## src/rtl/uart_rx.sv

```systemverilog
// Oversampling UART receiver: 2-flop synchronised line, centre-sampled bits,
// one-clk rx_valid / rx_frame_err pulses and a BREAK state for held-low lines.
module uart_rx #(
    parameter int unsigned FRAME_BITS = 8,
    parameter int unsigned OVERSAMPLE = 16
) (
    input  logic                  clk,
    input  logic                  reset,
    input  logic                  baud_tick,
    input  logic                  rx_in,
    output logic [FRAME_BITS-1:0] rx_data,
    output logic                  rx_valid,
    output logic                  rx_frame_err,
    output logic                  rx_busy
);

    localparam int unsigned CNT_W = $clog2(OVERSAMPLE);
    localparam int unsigned IDX_W = $clog2(FRAME_BITS + 1);

    localparam logic [CNT_W-1:0] HALF_LAST = CNT_W'(OVERSAMPLE / 2 - 1);
    localparam logic [CNT_W-1:0] FULL_LAST = CNT_W'(OVERSAMPLE - 1);
    localparam logic [IDX_W-1:0] LAST_BIT  = IDX_W'(FRAME_BITS - 1);

    typedef enum logic [2:0] {
        IDLE,
        START,
        DATA,
        STOP,
        BREAK
    } state_e;

    state_e                  state_q, state_d;
    logic                    sync1_q, sync1_d;
    logic                    sync2_q, sync2_d;
    logic [CNT_W-1:0]        sample_cnt_q, sample_cnt_d;
    logic [IDX_W-1:0]        bit_idx_q, bit_idx_d;
    logic [FRAME_BITS-1:0]   shift_q, shift_d;
    logic [FRAME_BITS-1:0]   rx_data_q, rx_data_d;
    logic                    rx_valid_q, rx_valid_d;
    logic                    rx_frame_err_q, rx_frame_err_d;
    logic                    rx_busy_q, rx_busy_d;
    logic                    rx_s;

    assign rx_s = sync2_q;

    // Next-state and output logic; everything advances only on baud_tick.
    always_comb begin
        state_d        = state_q;
        sync1_d        = rx_in;
        sync2_d        = sync1_q;
        sample_cnt_d   = sample_cnt_q;
        bit_idx_d      = bit_idx_q;
        shift_d        = shift_q;
        rx_data_d      = rx_data_q;
        rx_valid_d     = 1'b0;
        rx_frame_err_d = 1'b0;

        if (baud_tick) begin
            case (state_q)
                IDLE: begin
                    if (!rx_s) begin
                        state_d      = START;
                        sample_cnt_d = '0;
                    end
                end
                START: begin
                    if (sample_cnt_q == HALF_LAST) begin
                        sample_cnt_d = '0;
                        if (!rx_s) begin
                            state_d   = DATA;
                            bit_idx_d = '0;
                        end else begin
                            state_d = IDLE;
                        end
                    end else begin
                        sample_cnt_d = sample_cnt_q + CNT_W'(1);
                    end
                end
                DATA: begin
                    if (sample_cnt_q == FULL_LAST) begin
                        for (int unsigned i = 0; i < FRAME_BITS; i++) begin
                            if (bit_idx_q == IDX_W'(i)) begin
                                shift_d[i] = rx_s;
                            end
                        end
                        sample_cnt_d = '0;
                        bit_idx_d    = bit_idx_q + IDX_W'(1);
                        if (bit_idx_q == LAST_BIT) begin
                            state_d = STOP;
                        end
                    end else begin
                        sample_cnt_d = sample_cnt_q + CNT_W'(1);
                    end
                end
                STOP: begin
                    if (sample_cnt_q == FULL_LAST) begin
                        sample_cnt_d = '0;
                        if (rx_s) begin
                            rx_data_d  = shift_q;
                            rx_valid_d = 1'b1;
                            state_d    = IDLE;
                        end else begin
                            rx_frame_err_d = 1'b1;
                            state_d        = BREAK;
                        end
                    end else begin
                        sample_cnt_d = sample_cnt_q + CNT_W'(1);
                    end
                end
                BREAK: begin
                    // Wait for the line to release so a long break flags only once.
                    if (rx_s) begin
                        state_d = IDLE;
                    end
                end
                default: begin
                    state_d = IDLE;
                end
            endcase
        end

        rx_busy_d = (state_d != IDLE);
    end

    always_ff @(posedge clk) begin
        if (reset) begin
            state_q        <= IDLE;
            sync1_q        <= 1'b1;
            sync2_q        <= 1'b1;
            sample_cnt_q   <= '0;
            bit_idx_q      <= '0;
            shift_q        <= '0;
            rx_data_q      <= '0;
            rx_valid_q     <= 1'b0;
            rx_frame_err_q <= 1'b0;
            rx_busy_q      <= 1'b0;
        end else begin
            state_q        <= state_d;
            sync1_q        <= sync1_d;
            sync2_q        <= sync2_d;
            sample_cnt_q   <= sample_cnt_d;
            bit_idx_q      <= bit_idx_d;
            shift_q        <= shift_d;
            rx_data_q      <= rx_data_d;
            rx_valid_q     <= rx_valid_d;
            rx_frame_err_q <= rx_frame_err_d;
            rx_busy_q      <= rx_busy_d;
        end
    end

    assign rx_data      = rx_data_q;
    assign rx_valid     = rx_valid_q;
    assign rx_frame_err = rx_frame_err_q;
    assign rx_busy      = rx_busy_q;

endmodule
```

## config.mk

```make
export PLATFORM = sky130hd
export DESIGN_NAME = uart_rx
export DESIGN_NICKNAME = d
export VERILOG_FILES = /design/src/rtl/uart_rx.sv
export SDC_FILE = /design/constraint.sdc
export NUM_CORES = 1
export LEC_CHECK = 0
export CAP_MARGIN = 20
export CORE_UTILIZATION = 53
export CTS_BUF_LIST = sky130_fd_sc_hd__clkbuf_2 sky130_fd_sc_hd__clkbuf_4 sky130_fd_sc_hd__clkbuf_8
export DETAILED_ROUTE_END_ITERATION = 10
export PLACE_DENSITY = 0.78
export SYNTH_ARGS = -nofsm -noshare
export SYNTH_HDL_FRONTEND = slang
export SYNTH_SLANG_ARGS = --single-unit
```

## constraint.sdc

```tcl
create_clock -name clk -period 1.65 [get_ports clk]
set_clock_uncertainty 0.15 [all_clocks]
set_input_delay 0.33 -clock clk [delete_from_list [all_inputs] [get_ports clk]]
set_output_delay 0.33 -clock clk [all_outputs]
set_load 0.01 [all_outputs]
```

==> out/qor.yml <==
timing:
  finalCritPeriodShare_pct: 105
  fin_ws_ps: -74.8
  rsz0062_at_grt: "true"
  max_freq_mhz: 580
  tightest_slew_ps: 273
  hold_viol: 0
  relSlewSlack_pct: 81.8
  drv_slew: 0
  min_period_ps: 1720
  setup_violations: 2
routing:
  first_pass_iters: 4
  ant_nets: 0
  top_layer_used: "met4"
  wl_met1_um: 1700
  vias_per_cell: 5.87
  met2_wirelength_um: 1890
  wl_per_cell_um: 15.9
  num_vias: 1415
  dr_wl_met3_um: 182
  wl_um: 3830
  drtIter0Drc: 67
  drc: 0
global_route:
  grt_usage_pct: 24.5
  grt_max_degree: 19
  grt_pass1_vias: 1293
  grt_pass1_wl_um: 5930
  globalRouteOverflowTotal: 0
  antenna_found_initial: 0
cells_and_area:
  n_antenna_cell: 0
  nNetsFinal: 218
  final_util_pct: 76.6
  finish.instance_area_um2: 2110
  areaGrowthSynthToFinish_pct: 36.6
  layout-drive-gt1-share_pct: 32.4
  finalNonFillerCells: 241
synthesis:
  muxShareOfSynthArea_pct: 11.0
  synthTopCellsByArea: "dfxtp_1, mux2i_1, nor2_1"
  syn_nets: 178
  synth_edf_count: 0
  syn_area_um2: 1550
  yosys.area_share.adder_pct: 4.05
  synth-seq-area-share_pct: 41.4
  synth_cell_types: 42
  synth_compound_area_share_pct: 13.4
  synth-seq-cells: 32
  syn_area_per_cell_um2: 9.15
  synthXorXnorAreaFrac_pct: 0.566
  synthFlopType: "dfxtp_1"
  synth_top_family_by_area: "simple AND/OR/NAND/NOR gates"
  synthArstFlopShare_pct: 0
  yosysTopAreaCell: "dfxtp_1"
  synth_simple_gate_area_share_pct: 24.8
  synth_top_area_share_pct: 41.4
  synthCells: 169
  yosysWarnings: 0
power:
  p_sw_mw: 0.330
  max-vdd-ir-drop_mv: 0.968
  p_seq_share_pct: 53.2
  finalPower_mw: 1.45
  p_per_area_nw_per_um2: 688
  clock_power_share_pct: 41.4
  switching_share_pct: 22.7
  power_frac_comb_pct: 5.3
  p_int_mw: 1.12
  total_leakage_power_nw: 0.955
setup_path:
  crit_type: "register to register"
  worst-path-max-fanout: 9
  slowest_delay_ps: 410
  crit_slowest_cell: "dfxtp_4"
  worstPathArrival_ps: 1800
  path_cells: "buf_6, and3b_1, a22oi_2, a311oi_2, or3_1"
  critPathCaptureType: "register"
  start_kind: "register"
  critical_path_required_ps: 1730
clock_network:
  h-tree-depth: 2
  clk_latency_ps: 340
  cts_max_path_buffers: 2
  cts-buffers-inserted: 5
  clock_sinks: 32
  cts-root-buf: "clkbuf_4"
  path_clk_slew_ps: 100
  cts_tree: "yes"
placement:
  place.gp.congestion: 0.890
  dp_worst_setup_slack_ps: -320
  place_hpwl_um: 2490
  dp_cells: 227
  io_buffers: 14
  postPlaceCellArea_um2: 1880
run:
  maxCapViolations: 0
floorplan:
  std_cell_rows: 19
  ioPinCount: 15
  core_region_area_um2: 2760
  initial_core_util_pct: 56.1
  fp.dieW_um: 56.0
  die_y_um: 56.0
  fp.dieArea_um2: 3140
status:
  status: "finished with violations"
  violations: "negative setup slack"
min_path:
  hold_path.class: "register to register"
## layer usage
layer	GRT usage, %	vias up
li1	-	697
met1	31.6	667
met2	39.1	45
met3	6.28	6
met4	9.76	0
met5	0	-
## final cells by class
cell class / instances / area, um2
clock buffers: 5 / 37.5
clock inverters: 3 / 42.5
fillers: 198 / 646
inverters: 3 / 11.3
multi-input cells: 121 / 940
flip-flops and latches: 32 / 658
well taps: 31 / 38.8
repair buffers: 46 / 384
## final timing paths
path / cells after the start / start / endpoint / slack [ps]
max: 5 / state_q[2]$_SDFF_PP0_ / rx_busy$_SDFF_PP0_ / -70
max reg2reg: 5 / state_q[2]$_SDFF_PP0_ / rx_busy$_SDFF_PP0_ / -70
min reg2reg: 1 / sync1_q$_SDFF_PP1_ / rx_s$_SDFF_PP1_ / 280
min: 1 / sync1_q$_SDFF_PP1_ / rx_s$_SDFF_PP1_ / 280
## synth_stat cells, types with 2 or more instances
master    number
a211oi_1       3
o21ai_0        5
ha_1           5
nand2_1        2
o31ai_1        2
nor2_1        24
a22oi_1        3
and3b_1        2
inv_1          3
a21oi_1        9
nand3_1        4
or2_2          2
nor3b_1        2
clkbuf_1       5
nand4_1       13
nand2b_1       3
buf_2          7
dfxtp_1       32
nor2b_1        4
mux2i_1       17
## placed cells by master (no fill, tap or decap), types with 5 or more instances in the layout
master / n
nor2_1: 23
dlygate4sd2_1: 11
nand4_1: 13
a21oi_1: 7
dfxtp_1: 26
buf_4: 28
mux2i_1: 17
clkbuf_4: 5
## worst max-delay path: cells and delay by family (launching register included)
family                 cells  cell delay (ps)
AO/OA/AOI/OAI              2              350
buffers and inverters      1              140
flip-flops                 1              410
AND/OR/NAND/NOR            2              570
## power groups by stage
stage               registers [mW]  clock network (mW)  logic [mW]
CTS                          0.777               0.614      0.0695
global placement             0.796                   0      0.0670
floorplan                    0.797                   0      0.0333
global route                 0.774               0.635      0.0846
finish                       0.774               0.602      0.0775
detailed placement           0.796                   0      0.0687
## flip-flops by register name, summed over array words and instances, names as in the netlist
register and cells:
rx_valid 1, rx_frame_err 1, state_q 3, sample_cnt_q 4, bit_idx_q 4, rx_s 1
rx_data 8, sync1_q 1, shift_q 8, rx_busy 1
## cells by family after synthesis
group | after synthesis
compound gates | 31
xor+xnor | 1
fa+ha+maj | 5
buf+inv | 16
flops | 32
mux | 17
simple gates | 67
## per-stage QoR
stage               setup TNS [ps]  hold WS [ps]
detailed placement           -6330           255
finish                        -132           276
floorplan                        0           239
global route                  -587           300
global placement             -5080           244
CTS                          -92.2           283
## repair_timing
action                                 CTS  global route
endpoints found under the hold margin    0             0
buffers inserted                         0             6
gates resized for setup                 19            27
pin swaps                                1             9
hold buffers                             0             0
setup endpoints to repair               17            16
Note: power is estimated with default switching activity, not from simulation.
